===== config.mk =====
export PLATFORM = sky130hd
export DESIGN_NAME = ball_controller
export DESIGN_NICKNAME = d
export VERILOG_FILES = /design/src/rtl/vga_pkg.sv /design/src/rtl/ball_collision.sv /design/src/rtl/ball_controller.sv
export SDC_FILE = /design/constraint.sdc
export NUM_CORES = 1
export LEC_CHECK = 0
export BUFFER_PORTS_ARGS = -buffer_cell sky130_fd_sc_hd__buf_2
export CELL_PAD_IN_SITES_DETAIL_PLACEMENT = 0
export CELL_PAD_IN_SITES_GLOBAL_PLACEMENT = 1
export CORE_MARGIN = 3
export CORE_UTILIZATION = 44
export DETAILED_ROUTE_END_ITERATION = 6
export PLACE_DENSITY_LB_ADDON = 0.1
export RECOVER_POWER = 25
export SYNTH_ARGS = -nofsm -noshare
export SYNTH_HDL_FRONTEND = slang
export SYNTH_SLANG_ARGS = --single-unit

===== constraint.sdc =====
create_clock -name clk -period 4.5 [get_ports clk]
set_input_delay 0.45 -clock clk [delete_from_list [all_inputs] [get_ports clk]]
set_output_delay 0.45 -clock clk [all_outputs]
set_load 0.03 [all_outputs]

===== src/rtl/vga_pkg.sv =====
// Shared screen geometry, ball/pad constants and FSM/direction types for the pong datapath.
// Latency: n/a (package only).
// Backpressure: n/a (package only).
package vga_pkg;

  // Screen and object geometry; draw_ball_pads uses the same numbers.
  localparam int HOR_PIXELS  = 1024;
  localparam int VER_PIXELS  = 768;
  localparam int BALL_SIZE   = 15;
  localparam int PAD_WIDTH   = 15;
  localparam int PAD_HEIGHT  = 145;
  localparam int X_PAD_LEFT  = 30;
  localparam int X_PAD_RIGHT = 979;

  // Largest legal top-left corner of the ball bounding box.
  localparam int X_BALL_MAX = HOR_PIXELS - BALL_SIZE - 1;   // 1008
  localparam int Y_BALL_MAX = VER_PIXELS - BALL_SIZE - 1;   // 752

  // Ball rest position between rallies.
  localparam int X_BALL_CENTRE = X_BALL_MAX / 2;            // 504
  localparam int Y_BALL_CENTRE = Y_BALL_MAX / 2;            // 376

  // Pad faces seen by the ball's left column.
  localparam int X_LEFT_PAD_FACE  = X_PAD_LEFT + PAD_WIDTH; // 45, ball must stay right of this
  localparam int X_RIGHT_PAD_FACE = X_PAD_RIGHT - BALL_SIZE; // 964, ball must stay left of this

  typedef enum logic [1:0] {
    ST_IDLE  = 2'd0,
    ST_SERVE = 2'd1,
    ST_MOVE  = 2'd2,
    ST_SCORE = 2'd3
  } ball_state_t;

  typedef enum logic {
    DX_LEFT  = 1'b0,
    DX_RIGHT = 1'b1
  } dx_t;

  typedef enum logic {
    DY_UP   = 1'b0,
    DY_DOWN = 1'b1
  } dy_t;

endpackage


===== src/rtl/ball_collision.sv =====
// Combinational ball step: next x/y for one frame plus wall, pad and miss flags.
// Latency: 0 cycles (pure combinational).
// Backpressure: none; the caller decides when to commit the result.
module ball_collision
  import vga_pkg::*;
#(
  parameter int BALL_SPEED = 4
) (
  input  logic [9:0] x,
  input  logic [9:0] y,
  input  dx_t        dx,
  input  dy_t        dy,
  input  logic [9:0] y_pad_left,
  input  logic [9:0] y_pad_right,
  output logic [9:0] x_next,
  output logic [9:0] y_next,
  output logic       hit_top,
  output logic       hit_bottom,
  output logic       hit_pad_left,
  output logic       hit_pad_right,
  output logic       miss_left,
  output logic       miss_right
);

  // Everything is compared at 11 bits so pad_top+height and x+speed cannot wrap.
  localparam logic [10:0] SPD        = 11'(BALL_SPEED);
  localparam logic [10:0] X_MAX      = 11'(X_BALL_MAX);
  localparam logic [10:0] Y_MAX      = 11'(Y_BALL_MAX);
  localparam logic [10:0] BALL_H     = 11'(BALL_SIZE);
  localparam logic [10:0] PAD_H      = 11'(PAD_HEIGHT);
  localparam logic [10:0] L_FACE     = 11'(X_LEFT_PAD_FACE);
  localparam logic [10:0] R_FACE     = 11'(X_RIGHT_PAD_FACE);
  localparam logic [10:0] L_REBOUND  = L_FACE + 11'd1;
  localparam logic [10:0] R_REBOUND  = R_FACE - 11'd1;

  logic [10:0] x11;
  logic [10:0] y11;
  logic [10:0] pl11;
  logic [10:0] pr11;
  logic        span_left;
  logic        span_right;

  assign x11  = {1'b0, x};
  assign y11  = {1'b0, y};
  assign pl11 = {1'b0, y_pad_left};
  assign pr11 = {1'b0, y_pad_right};

  // Vertical overlap of the ball box with each pad, judged on the pre-move row.
  assign span_left  = ((y11 + BALL_H) >= pl11) && (y11 <= (pl11 + PAD_H));
  assign span_right = ((y11 + BALL_H) >= pr11) && (y11 <= (pr11 + PAD_H));

  // Vertical and horizontal moves are independent so a corner bounce applies both.
  always_comb begin
    x_next        = x;
    y_next        = y;
    hit_top       = 1'b0;
    hit_bottom    = 1'b0;
    hit_pad_left  = 1'b0;
    hit_pad_right = 1'b0;
    miss_left     = 1'b0;
    miss_right    = 1'b0;

    if (dy == DY_UP) begin
      if (y11 < SPD) begin
        hit_top = 1'b1;
        y_next  = '0;
      end else begin
        y_next = 10'(y11 - SPD);
      end
    end else begin
      if ((y11 + SPD) > Y_MAX) begin
        hit_bottom = 1'b1;
        y_next     = 10'(Y_MAX);
      end else begin
        y_next = 10'(y11 + SPD);
      end
    end

    // A pad hit is checked before the miss so a ball grazing the pad is returned.
    if (dx == DX_LEFT) begin
      if ((x11 > L_FACE) && (x11 <= (L_FACE + SPD)) && span_left) begin
        hit_pad_left = 1'b1;
        x_next       = 10'(L_REBOUND);
      end else if (x11 < SPD) begin
        miss_left = 1'b1;
      end else begin
        x_next = 10'(x11 - SPD);
      end
    end else begin
      if ((x11 < R_FACE) && ((x11 + SPD) >= R_FACE) && span_right) begin
        hit_pad_right = 1'b1;
        x_next        = 10'(R_REBOUND);
      end else if ((x11 + SPD) > X_MAX) begin
        miss_right = 1'b1;
      end else begin
        x_next = 10'(x11 + SPD);
      end
    end
  end

endmodule


===== src/rtl/ball_controller.sv =====
// Pong ball FSM: serve hold, per-frame motion, bounces and scoring pulses.
// Latency: position/score update visible one clk after the frame_tick that causes it.
// Backpressure: none; stop forces IDLE, start and frame_tick are ignored where meaningless.
module ball_controller
  import vga_pkg::*;
#(
  parameter int BALL_SPEED   = 4,
  parameter int SERVE_FRAMES = 60
) (
  input  logic       clk,
  input  logic       rst,
  input  logic       frame_tick,
  input  logic       start,
  input  logic       stop,
  input  logic [9:0] y_pad_left,
  input  logic [9:0] y_pad_right,
  output logic [9:0] x_ball,
  output logic [9:0] y_ball,
  output logic       score_left,
  output logic       score_right,
  output logic       ball_active
);

  localparam int               CNT_W    = (SERVE_FRAMES > 1) ? $clog2(SERVE_FRAMES) : 1;
  localparam logic [CNT_W-1:0] CNT_LAST = CNT_W'(SERVE_FRAMES - 1);
  localparam logic [9:0]       X_CTR    = 10'(X_BALL_CENTRE);
  localparam logic [9:0]       Y_CTR    = 10'(Y_BALL_CENTRE);

  ball_state_t      state_q, state_d;
  logic [9:0]       x_q, x_d;
  logic [9:0]       y_q, y_d;
  dx_t              dx_q, dx_d;
  dy_t              dy_q, dy_d;
  logic [CNT_W-1:0] cnt_q, cnt_d;
  logic             score_left_q, score_left_d;
  logic             score_right_q, score_right_d;

  logic [9:0] col_x;
  logic [9:0] col_y;
  logic       hit_top;
  logic       hit_bottom;
  logic       hit_pad_left;
  logic       hit_pad_right;
  logic       miss_left;
  logic       miss_right;

  ball_collision #(
    .BALL_SPEED (BALL_SPEED)
  ) u_collision (
    .x             (x_q),
    .y             (y_q),
    .dx            (dx_q),
    .dy            (dy_q),
    .y_pad_left    (y_pad_left),
    .y_pad_right   (y_pad_right),
    .x_next        (col_x),
    .y_next        (col_y),
    .hit_top       (hit_top),
    .hit_bottom    (hit_bottom),
    .hit_pad_left  (hit_pad_left),
    .hit_pad_right (hit_pad_right),
    .miss_left     (miss_left),
    .miss_right    (miss_right)
  );

  // State, ball kinematics, serve counter and the registered score pulses.
  always_ff @(posedge clk or posedge rst) begin
    if (rst) begin
      state_q       <= ST_IDLE;
      x_q           <= X_CTR;
      y_q           <= Y_CTR;
      dx_q          <= DX_RIGHT;
      dy_q          <= DY_DOWN;
      cnt_q         <= '0;
      score_left_q  <= 1'b0;
      score_right_q <= 1'b0;
    end else begin
      state_q       <= state_d;
      x_q           <= x_d;
      y_q           <= y_d;
      dx_q          <= dx_d;
      dy_q          <= dy_d;
      cnt_q         <= cnt_d;
      score_left_q  <= score_left_d;
      score_right_q <= score_right_d;
    end
  end

  // Next-state logic; stop wins over everything and never produces a score pulse.
  always_comb begin
    state_d       = state_q;
    x_d           = x_q;
    y_d           = y_q;
    dx_d          = dx_q;
    dy_d          = dy_q;
    cnt_d         = cnt_q;
    score_left_d  = 1'b0;
    score_right_d = 1'b0;

    if (stop) begin
      state_d = ST_IDLE;
      x_d     = X_CTR;
      y_d     = Y_CTR;
    end else begin
      case (state_q)
        ST_IDLE: begin
          x_d = X_CTR;
          y_d = Y_CTR;
          if (start) begin
            state_d = ST_SERVE;
            dx_d    = DX_RIGHT;
            dy_d    = DY_DOWN;
            cnt_d   = '0;
          end
        end

        ST_SERVE: begin
          x_d = X_CTR;
          y_d = Y_CTR;
          if (frame_tick) begin
            if (cnt_q == CNT_LAST) begin
              state_d = ST_MOVE;
            end else begin
              cnt_d = cnt_q + 1'b1;
            end
          end
        end

        ST_MOVE: begin
          if (frame_tick) begin
            x_d = col_x;
            y_d = col_y;
            if (hit_top) begin
              dy_d = DY_DOWN;
            end else if (hit_bottom) begin
              dy_d = DY_UP;
            end
            if (hit_pad_left) begin
              dx_d = DX_RIGHT;
            end else if (hit_pad_right) begin
              dx_d = DX_LEFT;
            end
            // A miss recentres straight away and serves towards the player who lost the point.
            if (miss_left) begin
              state_d       = ST_SCORE;
              score_right_d = 1'b1;
              x_d           = X_CTR;
              y_d           = Y_CTR;
              dx_d          = DX_LEFT;
            end else if (miss_right) begin
              state_d      = ST_SCORE;
              score_left_d = 1'b1;
              x_d          = X_CTR;
              y_d          = Y_CTR;
              dx_d         = DX_RIGHT;
            end
          end
        end

        ST_SCORE: begin
          state_d = ST_SERVE;
          x_d     = X_CTR;
          y_d     = Y_CTR;
          cnt_d   = '0;
        end

        default: begin
          state_d = ST_IDLE;
          x_d     = X_CTR;
          y_d     = Y_CTR;
        end
      endcase
    end
  end

  assign x_ball      = x_q;
  assign y_ball      = y_q;
  assign score_left  = score_left_q;
  assign score_right = score_right_q;
  assign ball_active = (state_q == ST_MOVE);

endmodule


# --- Word-level counts from Yosys, hierarchy flattened ---
# Cells that the tools add are included.
op_classes:
  add_sub_neg: 8
  order_cmp: 12
  eq_ne: 17
  muxes: 64
  bitwise: 1
  reduce_logical: 15
ops:
  columns: ["op", "n"]
  rows:
  - ["10-bit 2-to-1 mux", 16]
  - ["10-bit case mux with 2 select lines", 2]
  - ["1-bit 2-to-1 mux", 32]
  - ["10-bit by 3-bit adder with 11-bit output (second input constant)", 2]
  - ["10-bit by 8-bit adder with 11-bit output (second input constant)", 2]
  - ["11-bit by 10-bit greater-or-equal comparator with 1-bit output", 2]
  - ["11-bit by 10-bit greater-than comparator with 1-bit output (second input constant)", 2]
  - ["10-bit by 11-bit less-or-equal comparator with 1-bit output", 2]
  - ["10-bit by 3-bit less-than comparator with 1-bit output (second input constant)", 2]
  - ["5-bit AND reduction", 4]
  - ["10-bit by 3-bit subtractor with 10-bit output (second input constant)", 2]
  - ["6-bit 2-to-1 mux", 3]
  - ["6-bit case mux with 3 select lines", 1]
  - ["2-bit 2-to-1 mux", 7]
  - ["7-bit by 6-bit inequality test with 1-bit output (second input constant)", 2]
  - ["3-bit inequality test (second input constant)", 4]
  - ["10-bit by 4-bit adder with 11-bit output (second input constant)", 1]
  - ["11-bit by 10-bit greater-or-equal comparator with 1-bit output (second input constant)", 1]
  - ["10-bit by 6-bit greater-than comparator with 1-bit output (second input constant)", 1]
  - ["10-bit by 6-bit less-or-equal comparator with 1-bit output (second input constant)", 1]
  - ["10-bit less-than comparator (second input constant)", 1]
  - ["2-bit inequality test (second input constant)", 4]
  - ["2-bit case mux with 4 select lines", 1]
  - ["6-bit by 1-bit adder with 6-bit output (second input constant)", 1]
  - ["other kinds (14)", 21]
totals:
  ff_bits: 32
  output_inout_bits: 23

# --- Depth between registers and ports, before layout ---
# Gate-level depths: netlist of run 1.
logic_depth:
  word_depth: 12
  depth_mapped: 13
  depth_no_buf: 13

# --- By module ---
# Synthesis of run 1 repeated with hierarchy kept, for this count alone.
unflattened:
  hier_cells: 513
  hier_area_um2: 4072.7
by_module_without_submodules:
  columns: ["mod", "instances", "cells_each", "area_each_um2"]
  rows:
  - ["ball_collision", 1, 388, 2608.8]
  - ["ball_controller", 1, 125, 1463.9]

# --- Least setup slack after synthesis of run 1 ---
# No wires, ideal clock.
synth_path:
  path_type: "register to register"
  startpoint: "register y_q[2], in the netlist y_ball[2]"
  endpoint: "register x_q[6], in the netlist x_ball[6]"
  t_arrival_ns: 3.233
  required_time_ns: 4.420
  path_slack_ns: 1.187
  path_stages_with_launch: 14
  path_buffers: 1
  synth_period_minus_slack_ns: 3.313
  cell_sequence: "dfrtp_1 clkbuf_1 inv_1 ha_1 nor3_1 xor2_1 ha_1 a21oi_1 o32ai_2 a2111oi_0 a311o_1 nor3_1 nand2b_1 o22a_1"
synth_via:
  elab_chain_cells: 11
synth_rtl:
  columns: ["element", "line", "rtl"]
  rows:
  - ["start: declaration", "ball_controller.sv:31", "logic [9:0] y_q, y_d;"]
  - ["start signal: assignment", "ball_controller.sv:80", "y_q <= y_d;"]
  - ["10-bit by 4-bit adder with 11-bit output", "ball_collision.sv:49, ball_collision.sv:50", null]
  - ["11-bit by 10-bit greater-or-equal comparator with 1-bit output (on tied branches)", "ball_collision.sv:49, ball_collision.sv:50", null]
  - ["1-bit logical AND (on tied branches)", "ball_collision.sv:49, ball_collision.sv:50", null]
  - ["1-bit logical AND (on tied branches)", "ball_collision.sv:81, ball_collision.sv:90", null]
  - ["10-bit 2-to-1 mux (tied with other cells)", "ball_collision.sv:81", "if ((x11 > L_FACE) && (x11 <= (L_FACE + SPD)) && span_left) begin"]
  - ["10-bit 2-to-1 mux / 1-bit 2-to-1 mux (equally long branches)", "ball_collision.sv:80", "if (dx == DX_LEFT) begin"]
  - ["10-bit 2-to-1 mux", "ball_controller.sv:150", "end else if (miss_right) begin"]
  - ["10-bit 2-to-1 mux", "ball_controller.sv:144", "if (miss_left) begin"]
  - ["10-bit 2-to-1 mux", "ball_controller.sv:130", "if (frame_tick) begin"]
  - ["10-bit case mux with 2 select lines", "ball_controller.sv:105", "case (state_q)"]
  - ["10-bit 2-to-1 mux", "ball_controller.sv:100", "if (stop) begin"]
  - ["end signal: assignment", "ball_controller.sv:70", "x_q <= X_CTR;"]
  - ["end signal: assignment", "ball_controller.sv:79", "x_q <= x_d;"]
  - ["end: declaration", "ball_controller.sv:30", "logic [9:0] x_q, x_d;"]
# Several ways; a longest one is shown, not always the timed one. The select of a mux whose other input is x is not followed.
# A chain may end at the register's enable or synchronous reset.

# --- Worst setup path after layout of run 1 ---
layout_path:
  startpoint: "register y_q[2], in the netlist y_ball[2]"
  endpoint: "register x_q[4], in the netlist x_ball[4]"
# Same word-level chain as after synthesis.

==> summary.md, run 1 <==
| Metric | Value |
|---|---|
| Status | finished, violations left |
| Failing checks | capacitance limit, slew limit |
| Period utilisation layout | 0.787 |
| Antenna Nets Post-Route | 0 |
| CTS tree | done |
| Most frequent cells in the layout | ha_1, buf_2, nand2_1 |
| Yosys reg bits | 30 |
| I/O pin cnt | 48 |
| Cell row count | 32 |
| Initial core utilization | 0.467 |
| Post-synthesis sequential area ratio | 0.207 |
| Die ar. | 0.00955 mm^2 |
| Placed Cells | 597 |
| Cell area power density | 237 mW/mm^2 |
| Syn avg cell area | 7.86 um^2 |
| Top-area cell type share of the netlist area | 0.159 |
| Die H | 97.7 um |
| Worst Path Arrival | 3.74 ns |
| Initial antenna violation count | 0 |
| Type of the worst setup path | reg -> reg |
| Final Max Slew Viols | 31 |
| Fraction of registers with async set/reset | 1.00 |
| Final nets | 574 |
| DRC errors left | 0 |
| Clock Latency Late Sink | 0.28 ns |
| H-tree depth | 2 |
| Crit path required time | 4.70 ns |
| Crit Path Max Fanout | 16 |
| GPL Wtd Cong | 0.827 |
| Distinct cells, synth | 75 |
| Top cells by area in the synthesized netlist | ha_1, dfrtp_1, dfstp_2 |
| Peak VDD IR | 0.267 mV |
| Max-cap viol count | 1 |
| Final hold vios | 0 |
| Clock Sinks | 30 |
| Area growth, synth to finish | 8.92% |
| Clk pin slew, worst setup/hold paths | 0.07 ns |
| Cells after synthesis | 471 |
| Tmin final | 3.54 ns |
| Die width | 97.7 um |
| CTS Buf Count | 5 |
| Finished Layout Cells | 605 |
| Commonest non-fill, non-tap cell in the layout | ha_1 |
| Root buf cell | clkbuf_8 |
| Slew @ Worst Pin | 1.68 ns |
| Post-synth EDFFs | 0 |
| Resized Gates After CTS | 0 |
| First-pass GRT wire length | 16.5 mm |
| Slew margin rel. | -0.122 |
| Largest net degree at the start of global routing | 31 |
| Initial drt markers | 202 |
| Hold-fix buffers, CTS | 0 |
| GR Util All Layers | 0.205 |
| Biggest area consumer among synthesized cells | ha_1 |
| Most common flop cell mapped by yosys | dfrtp_1 |
| Core Box Area | 0.00793 mm^2 |
| Worst Hold Class | in -> reg |
| Routed wire length | 9.79 mm |
| Setup_tns | 0 ns |
| Worst Setup Start Kind | flop |
| First-pass DRT Iterations | 4 |
| Vias post-DR | 3594 |
| Antenna diode count | 0 |
| Detailed Place HPWL | 7.57 mm |
| Static Leakage | 1.71 nW |
| Avg WL per Cell | 16.2 um |
| Vias in the first global route | 3423 |
| Synth warn | 0 |
| Clock Skew | 0.00472 ns |
| RSZ-0062 raised after global routing | no |
| Grt total ovfl | 0 |
| Input/output buffers | 45 |
| Vias per std cell | 5.94 |
| Layout cell share with drive strength beyond 1 | 0.159 |
| CP Capture Type | flop |
| Final Setup Violations | 0 |
| Fmax | 283 MHz |
| Synth Cell Area | 0.00370 mm^2 |
| Max Buffers Root-to-Sink | 2 |
| Setup Fix Bufs, Post-CTS | 0 |
## cell type report
class / count / area, um^2
fill: 790 / 3890
sequential: 30 / 767
inverter: 34 / 128
timing repair buffer: 47 / 236
clock buffer: 8 / 80.1
multi-input combinational: 384 / 2700
tap: 102 / 128
## where the power goes
group / switching (mW) / internal [mW]
clock network: 0.101 / 0.110
logic: 0.240 / 0.165
registers: 0.0395 / 0.298
## registers in the layout (all words and copies together), names as in the netlist
signal       flops
state_q          2
dy_q             1
y_ball           8
score_left       1
x_ball          10
dx_q             1
score_right      1
cnt_q            6
## synth_stat cells, types with 2 or more instances
master,number
nand4_1,13
o211ai_1,5
a311o_1,2
o31a_1,2
ha_1,47
a21oi_1,27
clkbuf_1,11
and3_1,6
o21a_1,8
nor2_1,35
a211oi_1,6
o32ai_2,2
and4_1,2
o22ai_1,5
nor3_1,16
a21o_1,7
inv_1,34
o22a_1,6
dfstp_2,13
xor2_1,6
mux2_2,3
and2_1,3
a31oi_1,10
nor2b_1,7
o31ai_1,2
dfrtp_1,17
o21ai_0,21
nand2b_1,4
nor4_1,2
mux2i_1,3
a22o_1,2
or3_1,4
a22oi_1,2
a221oi_1,4
buf_2,7
o32a_1,2
o21bai_1,2
nand2_1,41
xnor2_1,22
nand3_1,21
buf_4,5
## kinds of logic after synthesis
| logic type | share of synthesized area |
|---|---|
| AOI/OAI and AO/OA | 0.255 |
| and+or+nand+nor | 0.229 |
| adders and majority gates | 0.159 |
| muxes | 0.0172 |
| buffers and inverters | 0.0662 |
| xor gates and xnor gates | 0.0662 |
| DFF | 0.207 |
| other | 0.00101 |
## worst max-delay path: stages (launching register included)
cell,delay [ns]
dfrtp_1,0.68
inv_1,0.22
ha_1,0.37
nor2_1,0.16
xor2_1,0.23
ha_1,0.28
nand2_1,0.07
nor2_1,0.04
o41ai_1,0.48
a21boi_1,0.23
a21oi_2,0.36
a221o_1,0.22
o2bb2ai_1,0.11
## path summary, 6_finish.rpt
| kind | from | end | slack [ns] | depth (start not counted) |
|---|---|---|---|---|
| worst max-delay path | y_ball[2]$_DFFE_PP0P_ | x_ball[4]$_DFFE_PP1P_ | 0.96 | 12 |
| worst min-delay path | stop | state_q[1]$_DFFE_PP0P_ | 0.39 | 2 |
| worst max register to register | y_ball[2]$_DFFE_PP0P_ | x_ball[4]$_DFFE_PP1P_ | 0.96 | 12 |
| worst min register to register | cnt_q[0]$_DFFE_PP0P_ | cnt_q[0]$_DFFE_PP0P_ | 0.52 | 1 |
| max in group asynchronous | rst | x_ball[1]$_DFFE_PP0P_ | 2.77 | 3 |
| min in group asynchronous | rst | y_ball[2]$_DFFE_PP0P_ | 0.74 | 3 |
## routing by layer
layer	up-vias	share of wire	track usage
li1	1800	-	-
met1	1701	0.47	0.278
met2	86	0.47	0.344
met3	7	0.050	0.0279
met4	0	0.0092	0.0522
met5	-	0	0
## stage by stage
| step | total power [mW] | instance area, um^2 | utilization | setup WS [ns] | hold WS, ns |
|---|---|---|---|---|---|
| after CTS | 0.966 | 4040 | 0.509 | 0.933 | 0.242 |
| after global routing | 1.04 | 4030 | 0.509 | 0.540 | 0.406 |
| after floorplan | 0.649 | 3710 | - | 1.19 | 0.477 |
| final | 0.954 | 4030 | 0.509 | 0.961 | 0.387 |
| after global placement | 0.742 | 3960 | 0.499 | 1.04 | 0.494 |
| after detailed placement | 0.749 | 3960 | 0.499 | 0.949 | 0.515 |
Power figures use the tool's default switching activity.
==> inputs of run 2 (changes only) <==
clock period = 3.4 ns   (was 4.5 ns; I/O delays follow)
==> run 2 against run 1 <==
Net effect:
- the flow now finishes without violations
- clock power grew 34%
- maximum frequency grew 14%
- core utilization grew 1.2 points
- clock skew grew 0.0040 ns
- critical path depth shrank 1
- first-iteration DRC count shrank 33%
- setup slack lost 0.67 ns
- hold slack lost 0.11 ns
- global-route usage grew 0.57 points
==> summary.md, run 2 (synthesis gave the netlist of run 1 again) <==
| Metric | Value |
|---|---|
| Die width | 97.7 um (unchanged) |
| Grt total ovfl | 0 (unchanged) |
| I/O pin cnt | 48 (unchanged) |
| Slew margin rel. | 0.303 (+0.425) |
| Core Util, Final | 0.521 (+0.0123) |
| Hold-fix buffers, CTS | 0 (unchanged) |
| Dpl ws | 0.0768 ns (-0.872 ns) |
| CP Capture Type | flop |
| Initial core utilization | 0.467 (unchanged) |
| Clock Latency Late Sink | 0.28 ns (about the same) |
| Worst Path Arrival | 3.32 ns (-0.42 ns) |
| Core Box Area | 0.00793 mm^2 (unchanged) |
| Final Max Slew Viols | 0 (-100%) |
| Clk pin slew, worst setup/hold paths | 0.07 ns (about the same) |
| Setup_tns | 0 ns (unchanged) |
| Setup Fix Bufs, Post-CTS | 0 (unchanged) |
| Cell row count | 32 (unchanged) |
| Avg WL per Cell | 16.5 um (+1.7%) |
| Type of the worst setup path | reg -> reg |
| Most frequent cells in the layout | ha_1, buf_2, nand2_1 |
| Die H | 97.7 um (unchanged) |
| Clock Skew | 0.00870 ns (+0.00398 ns) |
| Resized Gates After CTS | 0 (unchanged) |
| Initial antenna violation count | 0 (unchanged) |
| GPL Wtd Cong | 0.829 (+0.30%) |
| Initial drt markers | 135 (-33%) |
| Peak VDD IR | 0.314 mV (+18%) |
| Period utilisation layout | 0.915 (+0.129) |
| Root buf cell | clkbuf_8 |
| CTS Buf Count | 5 (unchanged) |
| Clock Sinks | 30 (unchanged) |
| Critical-path cell list | inv_1, ha_1, nor3_1, xor2_1, ha_1, a21o_1, a211oi_1, a21boi_1, a21oi_2, a221oi_1, o2bb2ai_1 |
| Die ar. | 0.00955 mm^2 (unchanged) |
| GR Util All Layers | 0.210 (+0.00573) |
| Vias in the first global route | 3492 (+2.0%) |
| Routed wire length | 10.2 mm (+3.8%) |
| Largest net degree at the start of global routing | 28 (-9.7%) |
| Layout cell share with drive strength beyond 1 | 0.186 (+0.0274) |
| Antenna Nets Post-Route | 0 (unchanged) |
| RSZ-0062 raised after global routing | no |
| Input/output buffers | 45 (unchanged) |
| Vias post-DR | 3621 (+0.75%) |
| Setup ws final | 0.288 ns (-0.673 ns) |
| Vias per std cell | 5.87 (-1.2%) |
| Largest register FFs | 10 (unchanged) |
| Fmax | 321 MHz (+14%) |
| Worst path slowest cell | dfstp_2 |
| Crit Path Max Fanout | 7 (-9) |
| Max-cap viol count | 0 (-1) |
| Antenna diode count | 0 (unchanged) |
| First-pass DRT Iterations | 5 (+1) |
| Detailed Place HPWL | 7.96 mm (+5.2%) |
| Final nets | 586 (+2.1%) |
| Worst Hold Class | in -> reg |
| CTS tree | done |
| DRC errors left | 0 (unchanged) |
| Cell area power density | 308 mW/mm^2 (+30%) |
| Final hold vios | 0 (unchanged) |
| Tmin final | 3.11 ns (-0.427 ns) |
| Crit path largest cell delay | 0.53 ns (-0.15 ns) |
| Area growth, synth to finish | 11.6% |
| Static Leakage | 1.78 nW (+3.8%) |
| Final design instance area without fill | 0.00413 mm^2 (+2.4%) |
| Commonest non-fill, non-tap cell in the layout | ha_1 |
| Most frequent CP cell | ha_1 |
| Final Setup Violations | 0 (unchanged) |
| Crit path required time | 3.61 ns (-1.09 ns) |
| H-tree depth | 2 (unchanged) |
| Worst Setup Start Kind | flop |
| First-pass GRT wire length | 16.8 mm (+1.9%) |
| Max Buffers Root-to-Sink | 2 (unchanged) |
| Placed inst area | 0.00405 mm^2 (+2.3%) |
| Slew @ Worst Pin | 1.04 ns (-0.639 ns) |
| Status | complete, no violations |
## run 2: layout make-up
| type | instances | area, um^2 |
|---|---|---|
| Multi-Input combinational cell | 384 | 2700 |
| Sequential cell | 30 | 767 |
| Clock inverter | 2 | 10.0 |
| Tap cell | 102 | 128 |
| Clock buffer | 6 | 72.6 |
| Timing Repair Buffer | 59 | 330 |
| Fill cell | 815 | 3800 |
| Inverter | 34 | 128 |
## run 2: through the flow
stage	hold slack (ns)	std cells	power, mW
detailed placement	0.496	609	0.997
floorplan	0.406	472	0.859
global route	0.283	617	1.38
CTS	0.276	617	1.28
finish	0.279	617	1.27
global placement	0.495	609	0.986
## run 2: report_power, final
group          internal (mW)  switching [mW]
registers              0.395          0.0447
clock network          0.142           0.140
logic                  0.224           0.327
## run 2: final timing paths
path / start / end / slack [ns] / depth (start not counted)
hold reg to reg: cnt_q[0]$_DFFE_PP0P_ / cnt_q[0]$_DFFE_PP0P_ / 0.50 / 1
setup / recovery: y_ball[3]$_DFFE_PP1P_ / x_ball[4]$_DFFE_PP1P_ / 0.29 / 11
min in group asynchronous: rst / cnt_q[3]$_DFFE_PP0P_ / 0.30 / 2
hold / removal: stop / state_q[0]$_DFFE_PP0P_ / 0.28 / 2
setup reg to reg: y_ball[3]$_DFFE_PP1P_ / x_ball[4]$_DFFE_PP1P_ / 0.29 / 11
max in group asynchronous: rst / x_ball[4]$_DFFE_PP1P_ / 2.34 / 3
## run 2: routing by layer
metal,GRT usage,share of wire
met5,0,0
met4,0.0511,0.0075
met3,0.0257,0.045
met2,0.361,0.48
met1,0.282,0.47
## run 2: critical path: cells and delay by family, from the launching register on
kind / cells / cell delay (ns)
simple gates: 1 / 0.24
flops: 1 / 0.53
compound gates: 6 / 1.45
fa+ha+maj: 2 / 0.51
buf+inv: 1 / 0.07
xor+xnor: 1 / 0.23
